[src/rtl/dlx_global_pkg.sv]
// Shared DLX definitions: machine word type, encoding constants and the reset fetch address.
package dlx_global_pkg;

  typedef logic [31:0] dlx_word;

  localparam logic [5:0] OP_SPECIAL = 6'h00;
  localparam logic [5:0] SP_NOP     = 6'h00;

  // R-type encoding: opcode in [31:26], function code in [5:0].
  localparam dlx_word NOP_WORD = {OP_SPECIAL, 20'h0_0000, SP_NOP};
  localparam dlx_word RESET_PC = 32'h0000_0000;
  localparam dlx_word PC_STEP  = 32'd4;

  // Instruction addresses are word aligned; the low two bits are dropped.
  function automatic dlx_word word_align(input dlx_word addr);
    return addr & 32'hFFFF_FFFC;
  endfunction

endpackage

[src/rtl/dlx_pipe_if.sv]
// DLX instruction-fetch stage: PC register, instruction memory request and IF/ID pipe register.
// Update priority each cycle: dc_wait freeze, halt, stall, redirect, then normal fetch.
module dlx_pipe_if
  import dlx_global_pkg::*;
(
  input  logic       clk,
  input  logic       rst,
  input  logic       stall,
  input  logic       dc_wait,
  input  logic       id_cond,
  input  dlx_word    id_npc,
  input  logic       id_halt,
  input  logic       id_illegal_instr,
  output logic       im_en,
  output dlx_word    im_addr,
  input  dlx_word    im_rdata,
  input  logic       im_ready,
  output dlx_word    if_id_npc,
  output dlx_word    if_id_ir,
  output logic       if_halted,
  output logic [1:0] if_state
);

  typedef enum logic [1:0] {
    S_BOOT   = 2'd0,
    S_FETCH  = 2'd1,
    S_ABORT  = 2'd2,
    S_HALTED = 2'd3
  } if_state_e;

  if_state_e state_q, state_d;
  dlx_word   pc_q, pc_d;
  dlx_word   ir_q, ir_d;
  dlx_word   npc_q, npc_d;
  dlx_word   pc_inc;
  logic      halt_req;

  assign pc_inc   = pc_q + PC_STEP;
  assign halt_req = id_halt | id_illegal_instr;

  always_comb begin
    state_d = state_q;
    pc_d    = pc_q;
    ir_d    = ir_q;
    npc_d   = npc_q;
    if (dc_wait || state_q == S_HALTED) begin
      // Full freeze; HALTED is left only through reset.
    end else if (halt_req && !stall) begin
      state_d = S_HALTED;
      ir_d    = NOP_WORD;
    end else if (stall) begin
      // pc and IF/ID hold; returned data is dropped, BOOT/ABORT still advance.
      if (state_q != S_FETCH) state_d = S_FETCH;
    end else if (id_cond) begin
      pc_d    = word_align(id_npc);
      ir_d    = NOP_WORD;
      state_d = (state_q == S_FETCH && !im_ready) ? S_ABORT : S_FETCH;
    end else begin
      case (state_q)
        S_FETCH: begin
          if (im_ready) begin
            ir_d  = im_rdata;
            npc_d = pc_inc;
            pc_d  = pc_inc;
          end else begin
            ir_d = NOP_WORD;
          end
        end
        default: begin
          state_d = S_FETCH;
          ir_d    = NOP_WORD;
        end
      endcase
    end
  end

  always_ff @(posedge clk or negedge rst) begin
    if (!rst) begin
      state_q <= S_BOOT;
      pc_q    <= RESET_PC;
      ir_q    <= NOP_WORD;
      npc_q   <= 32'h0000_0000;
    end else begin
      state_q <= state_d;
      pc_q    <= pc_d;
      ir_q    <= ir_d;
      npc_q   <= npc_d;
    end
  end

  // Level handshake: im_en stays high with a stable im_addr until im_ready=1 is seen
  // at a clock edge; a redirect or halt withdraws the request instead.
  assign im_en     = (state_q == S_FETCH);
  assign im_addr   = pc_q;
  assign if_id_ir  = ir_q;
  assign if_id_npc = npc_q;
  assign if_halted = (state_q == S_HALTED);
  assign if_state  = state_q;

endmodule

[config.mk]
export PLATFORM = sky130hd
export DESIGN_NAME = dlx_pipe_if
export DESIGN_NICKNAME = d
export VERILOG_FILES = /design/src/rtl/dlx_global_pkg.sv /design/src/rtl/dlx_pipe_if.sv
export SDC_FILE = /design/constraint.sdc
export NUM_CORES = 1
export LEC_CHECK = 0
export BUFFER_PORTS_ARGS = -buffer_cell sky130_fd_sc_hd__buf_2
export CAP_MARGIN = 20
export CORE_UTILIZATION = 40
export DETAILED_ROUTE_END_ITERATION = 10
export PLACE_DENSITY = 0.7
export SKIP_LAST_GASP = 1
export SYNTH_ARGS = -nofsm -noshare
export SYNTH_HDL_FRONTEND = slang
export SYNTH_SLANG_ARGS = --single-unit
[constraint.sdc]
create_clock -name clk -period 2.1 [get_ports clk]
set_input_delay 0.315 -clock clk [delete_from_list [all_inputs] [get_ports clk]]
set_output_delay 0.315 -clock clk [all_outputs]
set_load 0.01 [all_outputs]
==> results.tsv <==
stage	metric	value	unit
outcome	outcome	finished, final reports clean	
timing	timing.setup.tns	0	ns
logic_synthesis	synth_top_family_by_area	compound AO/OA/AOI/OAI gates	
timing	layout_setup_ws	0.163	ns
grt	grt_pass1_wl	21600	µm
logic_synthesis	synthSimpleGateAreaFrac	18.0	%
finish	final_core_util	53.9	%
timing	min_period_over_period	92.2	%
clock_tree	clockBufferDepth	2	
place	place_area	5860	µm²
finish	layout-area-overhead-vs-synth	31.0	%
flow_run	maxCapViolations	0	
worst_setup_path	crit_top_cell	buf_4	
drt	drtPass1Iterations	4	
worst_setup_path	reg2regPathDepth	7	
worst_setup_path	reg2reg_to	im_addr[29]	
logic_synthesis	synth.distinct_cells	59	
die	ioPinCount	172	
grt	grt_max_degree	64	
place	gp_congestion	0.851	
timing	layout_min_cycle_time	1.94	ns
grt	grtUsageTotal	22.3	%
die	core_area	11500	µm²
logic_synthesis	synth-xor-area-share	5.01	%
clock_tree	cts_htree_levels	3	
worst_setup_path	path_cells	buf_4 > and4_1 > nand2_1 > nor4b_2 > buf_4 > nand3b_1 > o211ai_1	
clock_tree	cts.sinks	94	
logic_synthesis	synth.most_common_cell	dfrtp_1	
clock_tree	cts_tree	yes	
power	p_leak	0.00313	µW
timing	hold_violations	0	
logic_synthesis	synth_edf_count	0	
timing	max_freq	0.516	GHz
logic_synthesis	syn_inst	477	
drt	antenna_left	0	
timing	rsz0062_at_grt	no	
worst_setup_path	reg2reg_from	im_addr[2]	
logic_synthesis	synth-adder-area-share	0.265	%
grt	antenna_found_initial	1	
timing	clock_skew	0.00794	ns
logic_synthesis	synth_mux_area_share	0.637	%
place	dp_hpwl	9750	µm
worst_setup_path	max_stage_delay	0.44	ns
die	die_h	111	µm
power	powerDensity	955	nW/µm²
grt	grt_pass1_vias	4182	
place	dp_slack	0.104	ns
finish	layout-drive-gt1-share	35.5	%
die	die_area	12200	µm²
timing	slew_violations	0	
logic_synthesis	synth_top_cell_by_area	dfrtp_1	
logic_synthesis	synth_commonest_cells	dfrtp_1, nand2_1, o21ai_0	
drt	wl	13100	µm
drt	drc	0	
worst_setup_path	critPathRequiredTime	2.31	ns
logic_synthesis	synth.ff_latch_count	94	
drt	wl_per_cell	16.3	µm
finish	fillCellCount	1061	
clock_tree	clock_latency	0.34	ns
die	start_util	41.1	%
worst_setup_path	crit_arrival	2.14	ns
logic_synthesis	synth_area	4720	µm²
worst_hold_path	min_path_cells	2	
die	row_count	39	
clock_tree	clkTransAtPathRegs	0.07	ns
logic_synthesis	synth-compound-area-share	21.8	%
drt	drt-initial-drc-count	175	
drt	viasPerCell	5.38	
logic_synthesis	synth_area_per_cell	9.89	µm²
power	peakVddDrop	0.580	mV
drt	vias	4331	
logic_synthesis	async_flop_share	100	%
finish	final_cell_area	6180	µm²
worst_setup_path	worstSetupStartpointType	flop	
worst_setup_path	path_class	reg2reg	
worst_setup_path	ff2ff_setup_slack	0.16	ns
clock_tree	cts_root_buffer	clkbuf_16	
logic_synthesis	synth_ff_type	dfrtp_1	
place	portBuffers	165	
logic_synthesis	yosysTopAreaCellShare	49.9	%
worst_setup_path	crit_path_end_kind	flop	
finish	n_antenna_cell	0	
logic_synthesis	yosys-top-cells-area	dfrtp_1, a22o_1, o21ai_0	
die	fp.dieW	111	µm
logic_synthesis	ys_warn_count	0	
worst_hold_path	hold_path_end	if_id_ir[7]	
timing	setup_viol	0	
finish	final_nets	730	
worst_setup_path	cp_slowest_cell	dfrtp_1	
worst_hold_path	hold_path_class	in2reg	
logic_synthesis	ys_seq_area_share	49.9	%
clock_tree	post_cts_buffers	0	
worst_hold_path	worst_hold_startpoint	im_rdata[7]	
worst_setup_path	path_max_fanout	5	
grt	overflow	0	
clock_tree	numCtsBuffers	9	
## critical path: cells and delay by family, from the launching register on
kind / cells / cell delay, ns
DFF: 1 / 0.44
AOI/OAI and AO/OA: 1 / 0.09
and+or+nand+nor: 4 / 0.95
buffers and inverters: 2 / 0.33
## where the power goes
group,switching [µW],internal (µW)
Sequential,377,2160
Clock,665,982
Combinational,936,779
## sequential cells by signal, indices dropped and copies added (netlist names)
name,flops
if_state,2
im_addr,30
if_id_ir,32
if_id_npc,30
## logic make-up after synthesis
| group | count (synthesis) |
|---|---|
| fa+ha+maj | 1 |
| compound gates | 152 |
| mux | 3 |
| xor+xnor | 27 |
| buf+inv | 43 |
| other cells | 1 |
| flops | 94 |
| simple gates | 156 |
## cells in the final DEF, fill, tap and decap left out, types with 11 or more instances in the layout
master and count:
xnor2_1 13, o21ai_0 48, a22o_1 36, buf_2 164, nand2_1 59, nand3_1 17, nor2_1 23, dfrtp_1 94
xor2_1 14, a21oi_1 23, buf_4 36, nand4_1 11
## cell type report
class | instances | area (µm²) | area share, %
tap | 143 | 179 | 2.90
clock buffer | 12 | 256 | 4.15
multi-input combinational | 343 | 2180 | 35.3
clock inverter | 4 | 45.0 | 0.729
sequential | 94 | 2350 | 38.1
inverter | 6 | 22.5 | 0.365
timing repair buffer | 203 | 1140 | 18.5
## layer usage
layer	track usage (%)	part of all wire [%]	vias to the layer above	wire length [µm]
met5	0	0.092	-	12
met4	9.33	2.4	2	308
met3	4.12	6.1	19	796
met2	35.5	47	169	6150
met1	29.8	45	2032	5830
li1	-	-	2109	-
## worst max path at each step
stage	startpoint	endpoint	slack, ns	cells after the start
floorplan	im_addr[16]	im_addr[31]	0.22	6
global placement	im_addr[2]	if_id_npc[29]	0.19	7
detailed placement	im_addr[2]	im_addr[29]	0.10	7
CTS	im_addr[2]	im_addr[29]	0.08	7
global route	im_addr[2]	if_id_npc[29]	0.02	7
finish	im_addr[2]	im_addr[29]	0.16	7
## timing repair
item / CTS / global route
gates resized for setup: 0 / 3
setup endpoints to repair: 0 / 5
hold buffers: 1 / 0
hold endpoints to repair: 28 / 0
## through the flow
stage / hold slack, ns / cells / total power [µW]
CTS: 0.176 / 805 / 5950
global route: 0.186 / 805 / 6250
floorplan: 0.0194 / 480 / 3450
finish: 0.189 / 805 / 5900
global placement: 0.270 / 788 / 4240
detailed placement: 0.273 / 788 / 4290
No activity file was read; power rests on OpenSTA's default activity.
